File: config.mk
export PLATFORM = sky130hd
export DESIGN_NAME = alu_arbiter
export DESIGN_NICKNAME = d
export VERILOG_FILES = /design/src/rtl/alu_arbiter_pkg.sv /design/src/rtl/alu_arbiter_exec.sv /design/src/rtl/alu_arbiter.sv
export SDC_FILE = /design/constraint.sdc
export NUM_CORES = 1
export LEC_CHECK = 0
export ABC_AREA = 1
export ABC_CLOCK_PERIOD_IN_PS = 2250
export CORE_MARGIN = 1.5
export CORE_UTILIZATION = 35
export CTS_CLUSTER_SIZE = 28
export DETAILED_ROUTE_END_ITERATION = 8
export GPL_TIMING_DRIVEN = 0
export SYNTH_ARGS = -nofsm -noshare
export SYNTH_HDL_FRONTEND = slang
export SYNTH_SLANG_ARGS = --single-unit
File: constraint.sdc
create_clock -name clk -period 2.25 [get_ports clk]
set_input_delay 0.225 -clock clk [delete_from_list [all_inputs] [get_ports clk]]
set_output_delay 0.225 -clock clk [all_outputs]
set_load 0.01 [all_outputs]
File: src/rtl/alu_arbiter_pkg.sv
// Shared definitions for the two-requester ALU arbiter.
// Holds the data/op/count widths, the 3-bit op-code constants
// and the FSM state encoding used by alu_arbiter and alu_exec.
package alu_arbiter_pkg;

    localparam int unsigned DATA_W   = 32;
    localparam int unsigned OP_W     = 3;
    localparam int unsigned OP_CNT_W = 16;

    localparam logic [OP_W-1:0] OP_ADD = 3'b000;
    localparam logic [OP_W-1:0] OP_SUB = 3'b001;
    localparam logic [OP_W-1:0] OP_AND = 3'b010;
    localparam logic [OP_W-1:0] OP_OR  = 3'b011;
    localparam logic [OP_W-1:0] OP_SLT = 3'b101;

    typedef enum logic [1:0] {
        ST_IDLE = 2'd0,
        ST_EXEC = 2'd1,
        ST_RESP = 2'd2
    } state_e;

endpackage

File: src/rtl/alu_arbiter_exec.sv
// alu_exec: purely combinational 32-bit ALU.
// Ports:
//   a, b   : operands (SrcA, SrcB)
//   op     : 3-bit control code
//   result : ALU result (0 for unsupported codes)
//   zero   : result == 0
//   err    : op code unsupported
module alu_exec
    import alu_arbiter_pkg::*;
(
    input  logic [DATA_W-1:0] a,
    input  logic [DATA_W-1:0] b,
    input  logic [OP_W-1:0]   op,
    output logic [DATA_W-1:0] result,
    output logic              zero,
    output logic              err
);

    // Operation decode; add/sub wrap naturally at 32 bits, slt is unsigned.
    always_comb begin
        result = '0;
        err    = 1'b0;
        case (op)
            OP_ADD:  result = a + b;
            OP_SUB:  result = a - b;
            OP_AND:  result = a & b;
            OP_OR:   result = a | b;
            OP_SLT:  result = (a < b) ? DATA_W'(1) : '0;
            default: err    = 1'b1;
        endcase
    end

    assign zero = (result == '0);

endmodule

File: src/rtl/alu_arbiter.sv
// alu_arbiter: two requesters share one ALU. One op is accepted in
// IDLE, executed in EXEC and held in RESP until the consumer takes it.
// Ports:
//   clk, rst_n            : clock, async active-low reset
//   reqN_valid/ready      : requester handshake (ready is combinational)
//   reqN_a/b/op           : requester operands and op code
//   rsp_valid/ready       : response handshake
//   rsp_result/zero/src/err : registered response payload
//   busy                  : FSM not in IDLE
//   op_count              : completed operations, wraps
module alu_arbiter
    import alu_arbiter_pkg::*;
#(
    parameter bit FAIR = 1'b1
) (
    input  logic                clk,
    input  logic                rst_n,
    input  logic                req0_valid,
    output logic                req0_ready,
    input  logic [DATA_W-1:0]   req0_a,
    input  logic [DATA_W-1:0]   req0_b,
    input  logic [OP_W-1:0]     req0_op,
    input  logic                req1_valid,
    output logic                req1_ready,
    input  logic [DATA_W-1:0]   req1_a,
    input  logic [DATA_W-1:0]   req1_b,
    input  logic [OP_W-1:0]     req1_op,
    output logic                rsp_valid,
    input  logic                rsp_ready,
    output logic [DATA_W-1:0]   rsp_result,
    output logic                rsp_zero,
    output logic                rsp_src,
    output logic                rsp_err,
    output logic                busy,
    output logic [OP_CNT_W-1:0] op_count
);

    state_e state, state_nxt;

    logic              last_grant;
    logic              grant;
    logic              any_valid;
    logic              accept;
    logic              exec_load;
    logic              rsp_take;

    logic [DATA_W-1:0] lat_a, lat_b;
    logic [OP_W-1:0]   lat_op;
    logic              lat_src;

    logic [DATA_W-1:0] alu_result;
    logic              alu_zero;
    logic              alu_err;

    assign any_valid = req0_valid | req1_valid;

    // Grant selection: contention resolved by fairness mode, otherwise the lone requester.
    always_comb begin
        grant = 1'b0;
        if (req0_valid && req1_valid) begin
            grant = FAIR ? ~last_grant : 1'b0;
        end else begin
            grant = ~req0_valid;
        end
    end

    // State register.
    always_ff @(posedge clk or negedge rst_n) begin
        if (!rst_n) begin
            state <= ST_IDLE;
        end else begin
            state <= state_nxt;
        end
    end

    // Next-state logic.
    always_comb begin
        state_nxt = state;
        case (state)
            ST_IDLE: if (any_valid) state_nxt = ST_EXEC;
            ST_EXEC: state_nxt = ST_RESP;
            ST_RESP: if (rsp_ready) state_nxt = ST_IDLE;
            default: state_nxt = ST_IDLE;
        endcase
    end

    // Output/strobe decode; readys are forced low while reset is asserted.
    always_comb begin
        accept     = 1'b0;
        exec_load  = 1'b0;
        rsp_take   = 1'b0;
        req0_ready = 1'b0;
        req1_ready = 1'b0;
        case (state)
            ST_IDLE: begin
                accept     = any_valid;
                req0_ready = rst_n & any_valid & ~grant;
                req1_ready = rst_n & any_valid & grant;
            end
            ST_EXEC: exec_load = 1'b1;
            ST_RESP: rsp_take  = rsp_ready;
            default: ;
        endcase
    end

    alu_exec u_exec (
        .a      (lat_a),
        .b      (lat_b),
        .op     (lat_op),
        .result (alu_result),
        .zero   (alu_zero),
        .err    (alu_err)
    );

    // Operand latches, response registers, status and completion counter.
    always_ff @(posedge clk or negedge rst_n) begin
        if (!rst_n) begin
            last_grant <= 1'b1;
            lat_a      <= '0;
            lat_b      <= '0;
            lat_op     <= '0;
            lat_src    <= 1'b0;
            rsp_valid  <= 1'b0;
            rsp_result <= '0;
            rsp_zero   <= 1'b0;
            rsp_src    <= 1'b0;
            rsp_err    <= 1'b0;
            busy       <= 1'b0;
            op_count   <= '0;
        end else begin
            if (accept) begin
                lat_a      <= grant ? req1_a  : req0_a;
                lat_b      <= grant ? req1_b  : req0_b;
                lat_op     <= grant ? req1_op : req0_op;
                lat_src    <= grant;
                last_grant <= grant;
            end
            if (exec_load) begin
                rsp_result <= alu_result;
                rsp_zero   <= alu_zero;
                rsp_err    <= alu_err;
                rsp_src    <= lat_src;
            end
            if (rsp_take) begin
                op_count <= op_count + OP_CNT_W'(1);
            end
            rsp_valid <= (state_nxt == ST_RESP);
            busy      <= (state_nxt != ST_IDLE);
        end
    end

endmodule

* After elaboration in Yosys (flattened, before gate mapping)
Cells that the tools add are included.
** Cells by class
- Add/sub/neg operators :: 3
- Magnitude comparators :: 1
- Equality and inequality tests :: 7
- Multiplexer cells :: 15
- Bitwise gates (word level) :: 9
- Reductions and logical operators :: 6
** Operators with widths (number)
- $pmux 32 s5 :: 1
- $mux 32 :: 2
- $add 32x32->32 :: 1
- $and 32x32->32 :: 1
- $logic_not 32->1 :: 1
- $lt 32x32->1 :: 1
- $or 32x32->32 :: 1
- $sub 32x32->32 :: 1
- $add 16x1->16 const B :: 1
- $mux 1 :: 8
- $eq 3x2->1 const B :: 2
- $pmux 2 s3 :: 1
- $reduce_or 5->1 :: 1
- $eq 2x2->1 const B :: 2
- $mux 2 :: 2
- $and 1x1->1 :: 3
- $eq 3x1->1 const B :: 1
- $eq 3x3->1 const B :: 1
- $logic_not 3->1 :: 1
- $mux 3 :: 1
- $not 1->1 :: 3
- $eq 2x1->1 const B :: 1
- $logic_not 2->1 :: 1
- $reduce_bool 2->1 :: 1
- other kinds (2) :: 2
** Storage, ports and cells
- Register bits :: 124
- Bits of input ports :: 139
- Output and inout port bits :: 55
- Logic and storage cells :: 54

* Longest topological paths before layout
Gate-level depths: netlist of run 1.
- Depth in word-level cells :: 5
- Depth in mapped cells :: 22
- Depth with buffers taken out :: 21

* Hierarchy
A second synthesis of run 1 with hierarchy kept.
** Unflattened totals
- Cells, all modules :: 1913
- Area, all modules :: 11823.8 µm²
** Modules (own cells, without submodules)
- alu_exec :: times used 1, cells each 1342, area each 6470.0 µm², seq. area each 0.0 µm²
- alu_arbiter :: times used 1, cells each 571, area each 5353.9 µm², seq. area each 3104.2 µm²

* Worst setup path after synthesis of run 1
OpenSTA, ideal clock, no wires.
- Path type :: register to register
- Start :: register lat_b[0]
- End :: register rsp_zero
- Setup time :: 0.066 ns
- Data arrival time :: 2.145 ns
- Data required time :: 2.184 ns
- Setup slack :: 0.040 ns
- Stages on the path, launching flop included :: 21
- Buffers on the path :: 0
- Clock period less this slack :: 2.210 ns
- Cells stage by stage :: dfrtp_1 > ha_1 > inv_1 > fa_1 > inv_1 > nand3_1 > nand2_2 > nand2_2 > nand2_2 > nand2_2 > nand2_2 > nand2_2 > nand2_1 > nand2_1 > nand3_1 > nand3_1 > nor2_1 > nand2_1 > nor2_1 > nand3_1 > nand2_1
** Between the ends
- Word-level cells in the longest chain between the ends :: 4
- Elaborated cells between the ends (all ways) :: 8
- Those cells by class :: add/sub (2); order compare (1); mux (2); bitwise (2); reduce/logical (1)
** Ends and longest elaborated chain
- start: declaration :: RTL line alu_arbiter.sv:47 : logic [DATA_W-1:0] lat_a, lat_b;
- start signal: assignment :: RTL line alu_arbiter.sv:133 : lat_b <= grant ? req1_b : req0_b;
- $lt 32x32->1 :: RTL line alu_arbiter_exec.sv:28 : OP_SLT: result = (a < b) ? DATA_W'(1) : '0;
- $mux 1 :: RTL line alu_arbiter_exec.sv:28
- $pmux 32 s5 (*) :: RTL line alu_arbiter_exec.sv:23 : case (op)
- $logic_not 32->1 (*) :: RTL line alu_arbiter_exec.sv:33 : assign zero = (result == '0);
- end signal: assignment :: RTL line alu_arbiter.sv:140 : rsp_zero <= alu_zero;
- end: declaration :: RTL line alu_arbiter.sv:31 : output logic rsp_zero,
Every way passes the cells marked *; elsewhere a longest branch is shown, timed or not.
A chain may end at the register's enable or synchronous reset.

* Worst setup path in the final report of run 1
- Start :: register lat_a[0]
- End :: register rsp_zero
** Between the ends
- Word-level cells in the longest chain between the ends :: 4
- Elaborated cells between the ends (all ways) :: 8
- Those cells by class :: add/sub (2); order compare (1); mux (2); bitwise (2); reduce/logical (1)
** Ends and longest elaborated chain
- start: declaration :: RTL line alu_arbiter.sv:47
- start signal: assignment :: RTL line alu_arbiter.sv:132 : lat_a <= grant ? req1_a : req0_a;
- $lt 32x32->1 :: RTL line alu_arbiter_exec.sv:28
- $mux 1 :: RTL line alu_arbiter_exec.sv:28
- $pmux 32 s5 (*) :: RTL line alu_arbiter_exec.sv:23
- $logic_not 32->1 (*) :: RTL line alu_arbiter_exec.sv:33
Marks and branches as above.

==> out/results.env, run 1 <==
MULTI_INPUT_COMB_AREA_MM2=0.00841
WORST_SLEW_MARGIN_REL=0.390
SEQUENTIAL_CELL_AREA_MM2=0.00311
GRT_SETUP_UNREPAIRED='true'
CP_DATA_ARRIVAL_TIME_NS=2.93
WORST_SETUP_PATH_END_KIND='flop'
ROUTED_WIRE_LENGTH_PER_INSTANCE_UM=18.0
ROUTE.TOP_LAYER_USED='met4'
FAILED_CHECKS='setup timing'
FINALHOLDVIOLCOUNT=0
WORSTPATHCELLLIST='inv_2 -> ha_4 -> fa_2 -> inv_2 -> nand3_1 -> nand3_2 -> nand2_2 -> nand2_4 -> nand2_2 -> nand2_1 -> nand2_1 -> nand3_1 -> nand3b_1 -> nor2_1 -> nand2_1 -> nor2_2 -> nand3_1 -> nand2_1'
SYNTH-EDFF-COUNT=0
MAXSLEWVIOLCOUNT=0
CTS.SINKS=124
TRITONCTS='built'
TOTALWIRELENGTH_UM=47700
WORST_CLOCK_SKEW_NS=0.0151
ROUTED-WL-MET3_UM=3000
FINALWEIGHTEDCONGESTION=0.917
DIEHEIGHT_UM=188
WORST_PATH_DOMINANT_CELL_FAMILY='simple AND/OR/NAND/NOR gates'
SYNTHESIS.AREA_PER_INSTANCE_UM2=6.41
VIA_COUNT=13100
NUMBER_OF_ROUTED_NETS_WITH_ANTENNA_VIOLATIONS=0
GLOBALROUTETOTALUTIL=0.264
DR.FIRST_ITER.DRC_COUNT=916
CRITICAL_PATH.N_BUFFERS_INVERTERS=2
GRT_START_MAX_NET_PINS=68
CRITPATHREQUIREDTIME_NS=2.63
DR_WL_MET2_UM=21200
WIDTH_OF_THE_CHIP_UM=188
ROW_COUNT=67
COREAREA_MM2=0.0336
FINALNETCOUNT=2428
FILL_CELLS=3362
DIE_AREA_MM2=0.0353
NUMBER_OF_SYNTHESIZED_REGISTER_BITS=124
CTS.PATH.MAX_BUFFERS=2
CRIT_PATH_MAX_FANOUT=4
HPWLAFTERDP_UM=38000
SYN-INSTANCE-COUNT=1866
FLOW.AREA_GROWTH_FROM_SYNTHESIS_PCT=44.7
NUM_ANTENNA_CELLS=0
STATUS='complete, but fails checks'
STAGE_DELAY_OF_THE_SLOWEST_CELL_ON_THE_CRITICAL_PATH_NS=0.41
FIRST_GLOBAL_VIAS=12700
NUMBER_OF_SETUP_VIOLATIONS_IN_THE_FINAL_REPORT=10
PLACEMENT.SETUP.WORST_SLACK_NS=-0.751
MAXCAPVIOLCOUNT=0
LAYOUT_CELLS_SIZED_ABOVE_1=0.269
CRITICALPATHCATEGORY='reg -> reg'
CTS_HTREE_LEVELS=4
PLACEDINSTANCEAREA_MM2=0.0145
INSERTION_DELAY_NS=0.45
WORSTSETUPSTARTPOINTTYPE='flop'
CRITICAL-PATH-SLOWEST-CELL='dfrtp_1'
VIA_PER_INST=4.94
POSTLAYOUTSETUPSLACKWORST_NS=-0.302
CLK_PIN_SLEW_NS=0.06
NETLIST_AREA_MM2=0.0120
SYNTH_SEQ_AREA_SHARE=0.259
CLOCK-ROOT-BUFFER='clkbuf_16'
CTS_BUFFERS=17
PATH_COMMON_CELL='nand2_1'
POST_ROUTE_CELL_AREA_MM2=0.0173
DRC=0
POSTSYNTH.ASYNCRESETSHARE=1.00
GLOBAL_ROUTE_WIRE_LENGTH_BEFORE_REPAIR_UM=71400
FMAX_GHz=0.392
SYNTH_CELL_TYPES=45
MET1WIRELENGTH_UM=22500
SYNTH-MAIN-FF-CELL='dfrtp_1'
HP-CLASS='in -> reg'
GLOBALROUTEOVERFLOWTOTAL=0
TIGHTESTPINTRANSITION_NS=0.915
POSTSYNTHNETCOUNT=2107
FIN_CRIT_SH=1.13
I_O_PINS=194
ANTENNA_FOUND_INITIAL=3
INITIAL_UTILIZATION=0.356
DR.PASS1.ITERS=5
YOSYSWARNINGCOUNT=0
FINAL.MIN_CLOCK_PERIOD_NS=2.55
IO_BUFFER_COUNT=193
layer usage:
layer | track usage | vias to the layer above
met2 | 0.410 | 382
met3 | 0.0414 | 42
li1 | - | 6516
met4 | 0.0772 | 0
met1 | 0.377 | 6146
met5 | 0 | -
final cells by class:
type                            count  share of cell area
Buffer                             70              0.0314
Clock buffer                       17              0.0246
Clock inverter                     15              0.0108
Inverter                          331              0.0723
Multi-Input combinational cell   1339               0.486
Sequential cell                   124               0.179
Tap cell                          448              0.0324
Timing Repair Buffer              304               0.163
path summary, 6_finish.rpt:
path	start	end	slack, ns	cells after the start
setup / recovery	lat_a[0]	rsp_zero	-0.30	18
hold / removal	req0_op[0]	lat_op[0]	0.34	3
setup reg to reg	lat_a[0]	rsp_zero	-0.30	18
hold reg to reg	op_count[15]	op_count[15]	0.47	1
max in group asynchronous	rst_n	rsp_src	1.58	3
min in group asynchronous	rst_n	state[1]	0.35	3
worst min-delay path, stage by stage:
cell	delay, ns
clkdlybuf4s50_1	0.39
nand2_1	0.06
a21oi_1	0.06
through the flow:
stage,hold slack (ns),utilization,setup TNS [ns],cells
final,0.342,0.515,-1.33,2648
after detailed placement,0.230,0.431,-19.72,2508
after global routing,0.344,0.515,-3.20,2648
after floorplan,-0.0706,-,0,1866
after global placement,0.458,0.430,-516.82,2507
after CTS,0.333,0.485,-0.583,2605
cells in the final DEF, fill, tap and decap left out, drive strengths merged, types with 2 or more instances in the layout:
master and count:
nor3 15, nand3 129, o21bai 8, ha 100, nor2 234, o22ai 91, xnor2 4, nand3b 8
nand2 527, a31oi 2, xor2 11, clkinvlp 2, and3 2, buf 142, o21ai 119, dfrtp 123
bufinv 3, nor4 3, clkbuf 57, a21oi 62, fa 2, nand4 18, clkdlybuf4s50 190, clkinv 8
inv 333
flip-flops by register name, summed over array words and instances (netlist names):
name	flops
busy	1
last_grant	1
lat_a	32
lat_b	32
lat_op	3
lat_src	1
op_count	16
rsp_err	1
rsp_result	32
rsp_src	1
rsp_valid	1
rsp_zero	1
state	2
Yosys cell counts (3+ instances only):
library cell,count,area (um2)
nand2_1,494,1850
inv_1,296,1110
nor2_1,201,754
dfrtp_1,123,3080
nand3_1,118,591
o21ai_0,110,551
ha_1,100,1250
o22ai_1,91,569
a21oi_1,54,270
clkbuf_1,38,143
inv_2,31,116
nand2_2,25,156
nor2_2,19,119
nand4_1,18,113
buf_6,13,146
nor2_4,13,146
buf_4,11,82.6
nand3_2,11,110
nor3_1,11,55.1
xor2_1,11,96.3
o21ai_1,9,45.0
buf_2,8,40.0
nand2_4,8,90.1
nand3b_1,8,60.1
o21bai_1,8,60.1
a21oi_2,6,52.6
nor3_2,4,40.0
xnor2_1,4,35.0
clkinv_1,3,11.3
repair_timing:
action	4_1_cts	5_1_grt
gates resized for setup	228	188
cloned	1	2
buffers inserted	63	42
hold buffers	2	0
endpoints found under the hold margin	58	0
endpoints found under the setup margin	60	39
pin swaps	59	71
cells by family (layout without fill, tap and decap cells):
| kind of cell | Yosys count | after routing | synth area share |
|---|---|---|---|
| AND/OR/NAND/NOR | 938 | 938 | 0.348 |
| AO/OA/AOI/OAI | 284 | 284 | 0.134 |
| XOR/XNOR | 15 | 15 | 0.0110 |
| buffers and inverters | 403 | 737 | 0.139 |
| flip-flops | 124 | 124 | 0.259 |
| adder cells (fa/ha/maj) | 102 | 102 | 0.108 |
Power of run 1 is left out: the tool's default activity adds up to more than one toggle a clock period on the data nets, which glitch-free logic cannot reach.
==> run 2: changes to the inputs <==
ABC_AREA = unset   (was 1)
==> out/results.env, run 2 <==
VIA_COUNT=11200  # -14%
VIA_PER_INST=5.56  # +12%
FINAL.MIN_CLOCK_PERIOD_NS=3.59  # +1.04 ns
POSTSYNTH.ASYNCRESETSHARE=1.00  # unchanged
SYNTH_SEQ_AREA_SHARE=0.294  # +0.0350
NUMBER_OF_SYNTHESIZED_REGISTER_BITS=124  # unchanged
SYNTHDOMINANTAREACELLTYPE='dfrtp_1'
FILL_CELLS=2798  # -17%
LAYOUT_CELLS_SIZED_ABOVE_1=0.265  # -0.00348
YOSYSTOPAREACELLSHARE=0.292  # +0.0347
SYNTH.TOP_CELLS.BY_COUNT='nor2_1, a21oi_1, dfrtp_1'
ROW_COUNT=63  # -6.0%
WORSTSETUPSTARTPOINTTYPE='flop'
GLOBALROUTETOTALUTIL=0.275  # +0.0106
CP_DATA_ARRIVAL_TIME_NS=3.96  # +1.03 ns
YOSYSWARNINGCOUNT=0  # unchanged
WIDTH_OF_THE_CHIP_UM=177  # -6.0%
GLOBAL_ROUTE_WIRE_LENGTH_BEFORE_REPAIR_UM=64600  # -9.5%
UTILIZATION=0.545  # +0.0301
SYN-INSTANCE-COUNT=1298  # -30%
GRT_SETUP_UNREPAIRED='true'
SETUP_TOTAL_NEGATIVE_SLACK_NS=-16.76  # -15.43 ns
I_O_PINS=194  # unchanged
MULTI_INPUT_COMB_AREA_MM2=0.00817  # -2.9%
SYNTH.MOST_COMMON_CELL='nor2_1'
FMAX_GHz=0.279  # -29%
DRC=0  # unchanged
DR.PASS1.ITERS=5  # unchanged
IO_BUFFER_COUNT=193  # unchanged
INSERTION_DELAY_NS=0.44  # about the same
INSTANCES_NO_FILL=2023  # -24%
TRITONCTS='built'
TOTALWIRELENGTH_UM=42400  # -11%
ANTENNA_FOUND_INITIAL=1  # -2
FINALWEIGHTEDCONGESTION=0.961  # +4.8%
NUMBER_OF_ROUTED_NETS_WITH_ANTENNA_VIOLATIONS=0  # unchanged
CTS.SINKS=124  # unchanged
CTS_HTREE_LEVELS=4  # unchanged
DR.FIRST_ITER.DRC_COUNT=810  # -12%
HP-CLASS='in -> async'
SEQUENTIAL_CELL_AREA_MM2=0.00311  # +0.12%
ROUTED_WIRE_LENGTH_PER_INSTANCE_UM=21.0  # +16%
TOP_LIBRARY_CELLS_BY_USAGE_IN_THE_LAYOUT_FILL_AND_TAPS_ASIDE='clkdlybuf4s50_1, nor2_1, a21oi_1, dfrtp_1, buf_4'
CRITICALPATHCATEGORY='reg -> reg'
NETLIST_AREA_MM2=0.0105  # -12%
CTS_BUFFERS=17  # unchanged
GLOBALROUTEOVERFLOWTOTAL=0  # unchanged
DIE_AREA_MM2=0.0312  # -12%
CRITPATHREQUIREDTIME_NS=2.62  # about the same
SYNTHESIS.AREA_PER_INSTANCE_UM2=8.13  # +27%
DIEHEIGHT_UM=177  # -6.0%
INITIAL_UTILIZATION=0.356  # about the same
STATUS='complete, but fails checks'
CLK_PIN_SLEW_NS=0.08  # +0.02 ns
FINALHOLDVIOLCOUNT=0  # unchanged
COREAREA_MM2=0.0296  # -12%
TIGHTESTPINTRANSITION_NS=0.985  # +0.0697 ns
HPWLAFTERDP_UM=32100  # -15%
CRIT_PATH_MAX_FANOUT=4  # unchanged
FLOW.AREA_GROWTH_FROM_SYNTHESIS_PCT=53.3
SYNTH_CELL_TYPES=86  # +91%
FIN_CRIT_SH=1.59  # +0.461
POSTSYNTHNETCOUNT=1539  # -27%
WORST_SETUP_PATH_END_KIND='flop'
CTS.PATH.MAX_BUFFERS=2  # unchanged
NUM_ANTENNA_CELLS=0  # unchanged
WORST_CLOCK_SKEW_NS=0.0183  # +0.00316 ns
PLACEDCELLCOUNT=1882  # -25%
LAYOUT_COMMONEST_CELL='clkdlybuf4s50_1'
CLOCK-ROOT-BUFFER='clkbuf_16'
YOSYS-TOP-CELLS-AREA='dfrtp_1, ha_1, a21oi_1, mux2i_1, nor2_1'
FAILED_CHECKS='setup timing'
SYNTH-MAIN-FF-CELL='dfrtp_1'
FINALNETCOUNT=1861  # -23%
FIRST_GLOBAL_VIAS=11200  # -12%
MAXSLEWVIOLCOUNT=0  # unchanged
GRT_START_MAX_NET_PINS=78  # +15%
WORST_SLEW_MARGIN_REL=0.343  # -0.0464
SYNTH-EDFF-COUNT=0  # unchanged
NUMBER_OF_SETUP_VIOLATIONS_IN_THE_FINAL_REPORT=28  # +18
MAXCAPVIOLCOUNT=0  # unchanged
POSTLAYOUTSETUPSLACKWORST_NS=-1.34  # -1.04 ns
BIGGESTREGSBYFLOPS='lat_a (32), lat_b (32), rsp_result (32)'
==> run 2: cell count changes after synthesis, sizes merged, moves of 17 or more <==
| cell | before | now |
|---|---|---|
| nor2 | 234 | 156 |
| o21ai | 119 | 71 |
| nand2 | 527 | 102 |
| a211oi | 0 | 20 |
| nand3 | 129 | 26 |
| a21oi | 62 | 155 |
| o211ai | 0 | 17 |
| inv | 328 | 100 |
| o22ai | 91 | 8 |
| mux2i | 0 | 75 |
==> run 2: stage by stage <==
stage / worst slack (ns) / instance area, um2 / hold slack (ns)
2_1_floorplan: -0.707 / 10900 / -0.0706
3_3_place_gp: -4.17 / 13300 / 0.462
5_1_grt: -1.50 / 16200 / 0.349
6_report: -1.34 / 16200 / 0.305
4_1_cts: -1.33 / 15700 / 0.320
3_5_place_dp: -1.84 / 13300 / 0.192
==> run 2: final timing paths <==
kind	slack, ns	to	cells past startpoint	startpoint
max	-1.34	rsp_zero	16	lat_a[0]
min	0.30	lat_b[8]	3	rst_n
min reg2reg	0.48	op_count[15]	1	op_count[15]
max reg2reg	-1.34	rsp_zero	16	lat_a[0]
max in group asynchronous	1.50	lat_op[0]	3	rst_n
min in group clk	0.40	lat_b[6]	3	req0_b[6]
==> run 2: kinds of logic (layout without fill, tap and decap cells) <==
family                     after synthesis  after routing  synth area share
and+or+nand+nor                        379            379             0.164
buffers and inverters                  178            513            0.0660
muxes                                   90             90            0.0883
DFF                                    124            124             0.294
adders and majority gates              102            102             0.122
xor gates and xnor gates                23             23            0.0191
AOI/OAI and AO/OA                      402            402             0.246
==> run 2: layout make-up <==
type                       instances  area share
multi-input combinational        996       0.505
sequential                       124       0.192
timing repair buffer             308       0.180
buffer                            73      0.0310
tap                              390      0.0302
clock buffer                      17      0.0263
inverter                         100      0.0242
clock inverter                    15      0.0107
==> run 2: timing repair <==
item | in CTS | in global routing
buffers inserted | 94 | 21
setup endpoints to repair | 58 | 38
hold buffers | 2 | 0
pin swaps | 79 | 62
resized for setup | 257 | 90
endpoints found under the hold margin | 49 | 0
==> run 2: critical path: stages, from the launching register on <==
cell and delay, ns:
dfrtp_1 0.40, buf_4 0.15, ha_4 0.15, buf_4 0.14
a211oi_4 0.32, o21ai_2 0.11, buf_4 0.15, buf_6 0.12
nand4_1 0.08, nand2_1 0.07, nor4_2 0.36, and4_1 0.40
and4_1 0.23, and4_1 0.21, nand4_1 0.15, nor4_2 0.29
a32o_2 0.19
==> run 2: routing by layer <==
layer | track usage | up-vias | part of all wire
met5 | 0 | - | 0
met4 | 0.0918 | 0 | 0.025
met3 | 0.0454 | 64 | 0.058
met2 | 0.441 | 392 | 0.46
met1 | 0.374 | 5479 | 0.45
li1 | - | 5311 | -
Power of run 2 is left out for the same reason.
